--- src/rtl/skew_load_ctrl.sv ---
// Skew load controller for a DIM x DIM systolic array.
// Accepts DIM column beats, scattering each element into its row's shift
// buffer at a position chosen so that row r is delayed by r cycles. It then
// shifts all buffers together for DEPTH cycles and pulses tile_done.
//
// Ports:
//   clk, rstn   rising-edge clock, asynchronous active-low reset
//   in_valid    column beat valid
//   in_ready    controller accepts a beat (LOAD state)
//   in_data     column beat, slice r is the element for buffer r
//   buf_load    per-buffer load enable (combinational from the accept)
//   buf_id      per-buffer load position, slice r for buffer r (combinational)
//   buf_data    per-buffer shift_in / load data (combinational)
//   buf_shift   shift enable common to all buffers
//   array_en    buffer outputs carry valid skewed data this cycle
//   tile_done   one-cycle pulse after the tile has fully streamed
//   step        current shift step, 0 outside SHIFT
module skew_load_ctrl #(
    parameter int unsigned N   = 8,
    parameter int unsigned DIM = 4
) (
    input  logic                            clk,
    input  logic                            rstn,
    input  logic                            in_valid,
    output logic                            in_ready,
    input  logic [DIM*N-1:0]                in_data,
    output logic [DIM-1:0]                  buf_load,
    output logic [DIM*$clog2(2*DIM-1)-1:0]  buf_id,
    output logic [DIM*N-1:0]                buf_data,
    output logic                            buf_shift,
    output logic                            array_en,
    output logic                            tile_done,
    output logic [$clog2(2*DIM-1)-1:0]      step
);

    localparam int unsigned DEPTH = 2 * DIM - 1;
    localparam int unsigned IDW   = $clog2(DEPTH);
    localparam int unsigned BW    = (DIM > 1) ? $clog2(DIM) : 1;

    typedef enum logic [1:0] {
        LOAD  = 2'd0,
        SHIFT = 2'd1,
        DONE  = 2'd2
    } state_t;

    state_t          state;
    state_t          next_state;
    logic [BW-1:0]   beat;
    logic [BW-1:0]   next_beat;
    logic [IDW-1:0]  next_step;
    logic            accept;

    // in_ready is high exactly while in LOAD, so it doubles as the state decode
    assign accept = in_valid & in_ready;

    // State, beat counter and step counter registers
    always_ff @(posedge clk or negedge rstn) begin
        if (!rstn) begin
            state <= LOAD;
            beat  <= '0;
            step  <= '0;
        end else begin
            state <= next_state;
            beat  <= next_beat;
            step  <= next_step;
        end
    end

    // Next-state, beat and step sequencing
    always_comb begin
        next_state = state;
        next_beat  = beat;
        next_step  = step;
        case (state)
            LOAD: begin
                if (accept) begin
                    if (beat == BW'(DIM - 1)) begin
                        next_beat  = '0;
                        next_step  = '0;
                        next_state = SHIFT;
                    end else begin
                        next_beat = beat + BW'(1);
                    end
                end
            end
            SHIFT: begin
                if (step == IDW'(DEPTH - 1)) begin
                    next_step  = '0;
                    next_state = DONE;
                end else begin
                    next_step = step + IDW'(1);
                end
            end
            DONE: begin
                next_state = LOAD;
            end
            default: begin
                next_state = LOAD;
                next_beat  = '0;
                next_step  = '0;
            end
        endcase
    end

    // Registered status outputs, decoded from the upcoming state
    always_ff @(posedge clk or negedge rstn) begin
        if (!rstn) begin
            in_ready  <= 1'b1;
            buf_shift <= 1'b0;
            array_en  <= 1'b0;
            tile_done <= 1'b0;
        end else begin
            in_ready  <= (next_state == LOAD);
            buf_shift <= (next_state == SHIFT);
            array_en  <= (next_state == SHIFT);
            tile_done <= (next_state == DONE);
        end
    end

    // Load scatter: element (r, beat) lands at DEPTH-1-r-beat so it leaves
    // the buffer output on shift step r+beat. Never positive in SHIFT/DONE,
    // so load and shift cannot coincide.
    always_comb begin
        buf_load = '0;
        buf_id   = '0;
        buf_data = '0;
        if (accept) begin
            buf_load = '1;
            buf_data = in_data;
            for (int unsigned r = 0; r < DIM; r++) begin
                buf_id[r*IDW +: IDW] = IDW'(DEPTH - 1 - r - 32'(beat));
            end
        end
    end

endmodule

--- config.mk ---
export PLATFORM = sky130hd
export DESIGN_NAME = skew_load_ctrl
export DESIGN_NICKNAME = d
export VERILOG_FILES = /design/src/rtl/skew_load_ctrl.sv
export SDC_FILE = /design/constraint.sdc
export NUM_CORES = 1
export LEC_CHECK = 0
export ABC_AREA = 1
export CELL_PAD_IN_SITES_DETAIL_PLACEMENT = 0
export CELL_PAD_IN_SITES_GLOBAL_PLACEMENT = 1
export CORE_MARGIN = 3
export CORE_UTILIZATION = 21
export DETAILED_ROUTE_END_ITERATION = 7
export GPL_TIMING_DRIVEN = 0
export MAX_ROUTING_LAYER = met4
export PLACE_DENSITY_LB_ADDON = 0.1
export SLEW_MARGIN = 20
export SYNTH_ARGS = -nofsm -noshare
export SYNTH_HDL_FRONTEND = slang
export SYNTH_SLANG_ARGS = --single-unit
--- constraint.sdc ---
create_clock -name clk -period 2.2 [get_ports clk]
set_clock_uncertainty 0.1 [all_clocks]
set_input_delay 0.44 -clock clk [delete_from_list [all_inputs] [get_ports clk]]
set_output_delay 0.44 -clock clk [all_outputs]
set_load 0.02 [all_outputs]
==> impl_metrics.py <==
metrics = {
    "status": {
        "outcome": "finished clean",
    },
    "layout": {
        "layout_commonest_cell": "inv_1",
        "final_nets": 300,
        "final_cell_mix": "inv_1, clkdlybuf4s50_1, dlygate4sd2_1",
        "diodes": 0,
        "multi_input_area_um2": 536,
        "instances_no_fill": 325,
        "nFillCells": 545,
        "layout-drive-gt1-share": 0.163,
        "syn_to_final_growth_pct": 90.9,
        "regArea_um2": 253,
    },
    "routing": {
        "dr.pass1.iters": 4,
        "drtAntennaViolNets": 0,
        "first_iter_violations": 18,
        "drc": 0,
        "wl_per_cell_um": 9.96,
        "routed_wl_um": 3240,
        "routed_via_density": 3.65,
        "vias": 1187,
    },
    "cts": {
        "clock-sinks": 10,
        "post-cts-setup-buffer-count": 0,
        "htree_levels": 1,
        "cts_hold_buf": 0,
        "numCtsBuffers": 3,
        "cts_tree": "done",
        "cts_buffer_depth": 2,
        "clk_pin_slew_ns": 0.05,
        "clock_tree.root_cell": "clkbuf_8",
        "worstSkewPairLatency_ns": 0.23,
    },
    "pwr": {
        "total_power_mw": 1.95,
        "p_seq_frac": 0.179,
        "power.leakage_nw": 1.19,
        "combinationalPowerShare": 0.705,
        "swShare": 0.490,
        "clock_power_share": 0.116,
        "ir_drop_v": 0.000555,
        "p_int_uw": 993,
        "powerDensity_nw_per_um2": 960,
        "power.switching_uw": 953,
    },
    "synthesis": {
        "syn_area_um2": 1060,
        "ys_top_cells_by_area": "dfrtp_1, inv_1, nor2_1, nor2_4, nand2_1",
        "yosysTopAreaCellShare": 0.212,
        "yosys.area.top_type": "dfrtp_1",
        "syn_nets": 207,
        "yosys_warnings": 0,
        "syn_area_per_cell_um2": 6.39,
        "synthDistinctLibCells": 21,
        "synth_cells": 166,
        "seq_area_frac_synth": 0.237,
        "ys_ff_latch": 10,
    },
    "setup_path": {
        "max_stage_delay_ns": 0.56,
        "cp.required_ns": 1.66,
        "path_cells": "nand2_4 -> buf_6 -> buf_12 -> nor2_4 -> dlygate4sd2_1",
        "reg2reg_from": "state[0]",
        "start_kind": "flip-flop",
        "reg2regPathDepth": 7,
        "end_kind": "output port",
        "path_class": "reg -> out",
        "endpoint": "buf_data[29]",
        "path_max_fanout": 10,
        "reg2reg_slack_ns": 0.77,
        "startpoint": "in_ready",
        "reg2reg_to": "step[1]",
        "cpMaxStageDelayCell": "dfstp_2",
        "arrival_ns": 1.60,
    },
    "min_path": {
        "hold_path.class": "in -> async",
    },
    "global_routing": {
        "grt_overflow": 0,
        "antenna_found_initial": 0,
        "grt_first_pass_wirelength_um": 5850,
        "grt_pass1_vias": 1156,
        "grt_use_total": 0.118,
        "grt_start_max_net_pins": 11,
    },
    "placed_design": {
        "port_buffers": 88,
        "place_ws_ns": -0.427,
        "place_inst": 321,
        "hpwlAfterDp_um": 2740,
        "gp_congestion": 0.747,
    },
    "sta": {
        "finalCritPeriodShare": 0.974,
        "fin_ws_ns": 0.0564,
        "finalHoldViolCount": 0,
        "fmax_mhz": 467,
        "rsz0062_at_grt": "false",
        "setup_violations": 0,
        "min_period_ns": 2.14,
        "maxSlewViolCount": 0,
    },
    "die": {
        "rows": 25,
        "ioPinCount": 90,
        "coreArea_um2": 4820,
        "fp.dieH_um": 77.1,
        "die_area_um2": 5940,
        "start_util": 0.220,
        "die_w_um": 77.1,
    },
    "run": {
        "cap_violations": 0,
    },
}
[layer usage]
layer  vias up  global-route usage  wire length [um]
li1        642                   -                 -
met1       489               0.150              1480
met2        56               0.193              1440
met3         0              0.0329               320
met4         0              0.0107                 0
met5         -                   -                 0
[timing repair]
action / CTS / global route
endpoints found under the hold margin: 0 / 0
gates cloned: 0 / 0
resized for setup: 62 / 4
endpoints found under the setup margin: 47 / 4
[worst min-delay path by stage]
stage,endpoint
global placement,state[1]
global route,step[1]
detailed placement,state[1]
finish,beat[1]
CTS,beat[1]
floorplan,array_en
[critical path, delay by kind of cell, from the launching register on]
family,cells,cell delay (ns)
buffers and inverters,3,0.64
flip-flops,1,0.56
AND/OR/NAND/NOR,2,0.16
[stage by stage]
stage	cell area [um^2]	TNS (ns)	hold slack, ns	util
CTS	2020	0	0.438	0.419
detailed placement	2030	-15.79	0.485	0.421
global route	2030	0	0.463	0.421
global placement	2030	-16.12	0.473	0.421
floorplan	1060	0	0.0444	-
finish	2030	0	0.427	0.421
[cell usage after synthesis]
cell and instances:
inv_1 43, nor2_1 37, nand2_1 25, nor2_4 10
buf_4 9, dfrtp_1 9, ha_1 6, nand3_1 6
nand2_2 4, inv_2 3, a21oi_1 2, buf_2 2
o21ai_1 2, buf_12 1, buf_6 1, conb_1 1
dfstp_2 1, nand3_2 1, nand3b_1 1, nand4_1 1
o21ai_0 1
[state kept, by name (all words and copies together), names as in the netlist]
name and cells:
in_ready 1, tile_done 1, state 2, beat 2
array_en 1, step 3
[layout make-up]
cell class / instances / share of cell area
Buffer: 13 / 0.0537
Clock buffer: 4 / 0.0272
Inverter: 46 / 0.0852
Multi-Input combinational cell: 97 / 0.264
Sequential cell: 10 / 0.125
Tap cell: 67 / 0.0414
Timing Repair Buffer: 88 / 0.403
[power groups by stage]
stage	Sequential [mW]	Combinational, mW	Clock, mW
5_1_grt	0.364	1.54	0.238
3_5_place_dp	0.345	1.52	0
6_report	0.349	1.37	0.225
4_1_cts	0.348	1.40	0.230
3_3_place_gp	0.344	1.52	0
2_1_floorplan	0.376	0.863	0
[kinds of logic (layout without fill, tap and decap cells)]
kind of cell / count (synthesis) / in the layout / share of synthesized area
adder cells (fa/ha/maj): 6 / 6 / 0.0708
AO/OA/AOI/OAI: 5 / 5 / 0.0236
other: 1 / 1 / 0.00353
buffers and inverters: 59 / 151 / 0.265
AND/OR/NAND/NOR: 85 / 85 / 0.400
flip-flops: 10 / 10 / 0.237
No activity file was read; power rests on OpenSTA's default activity.
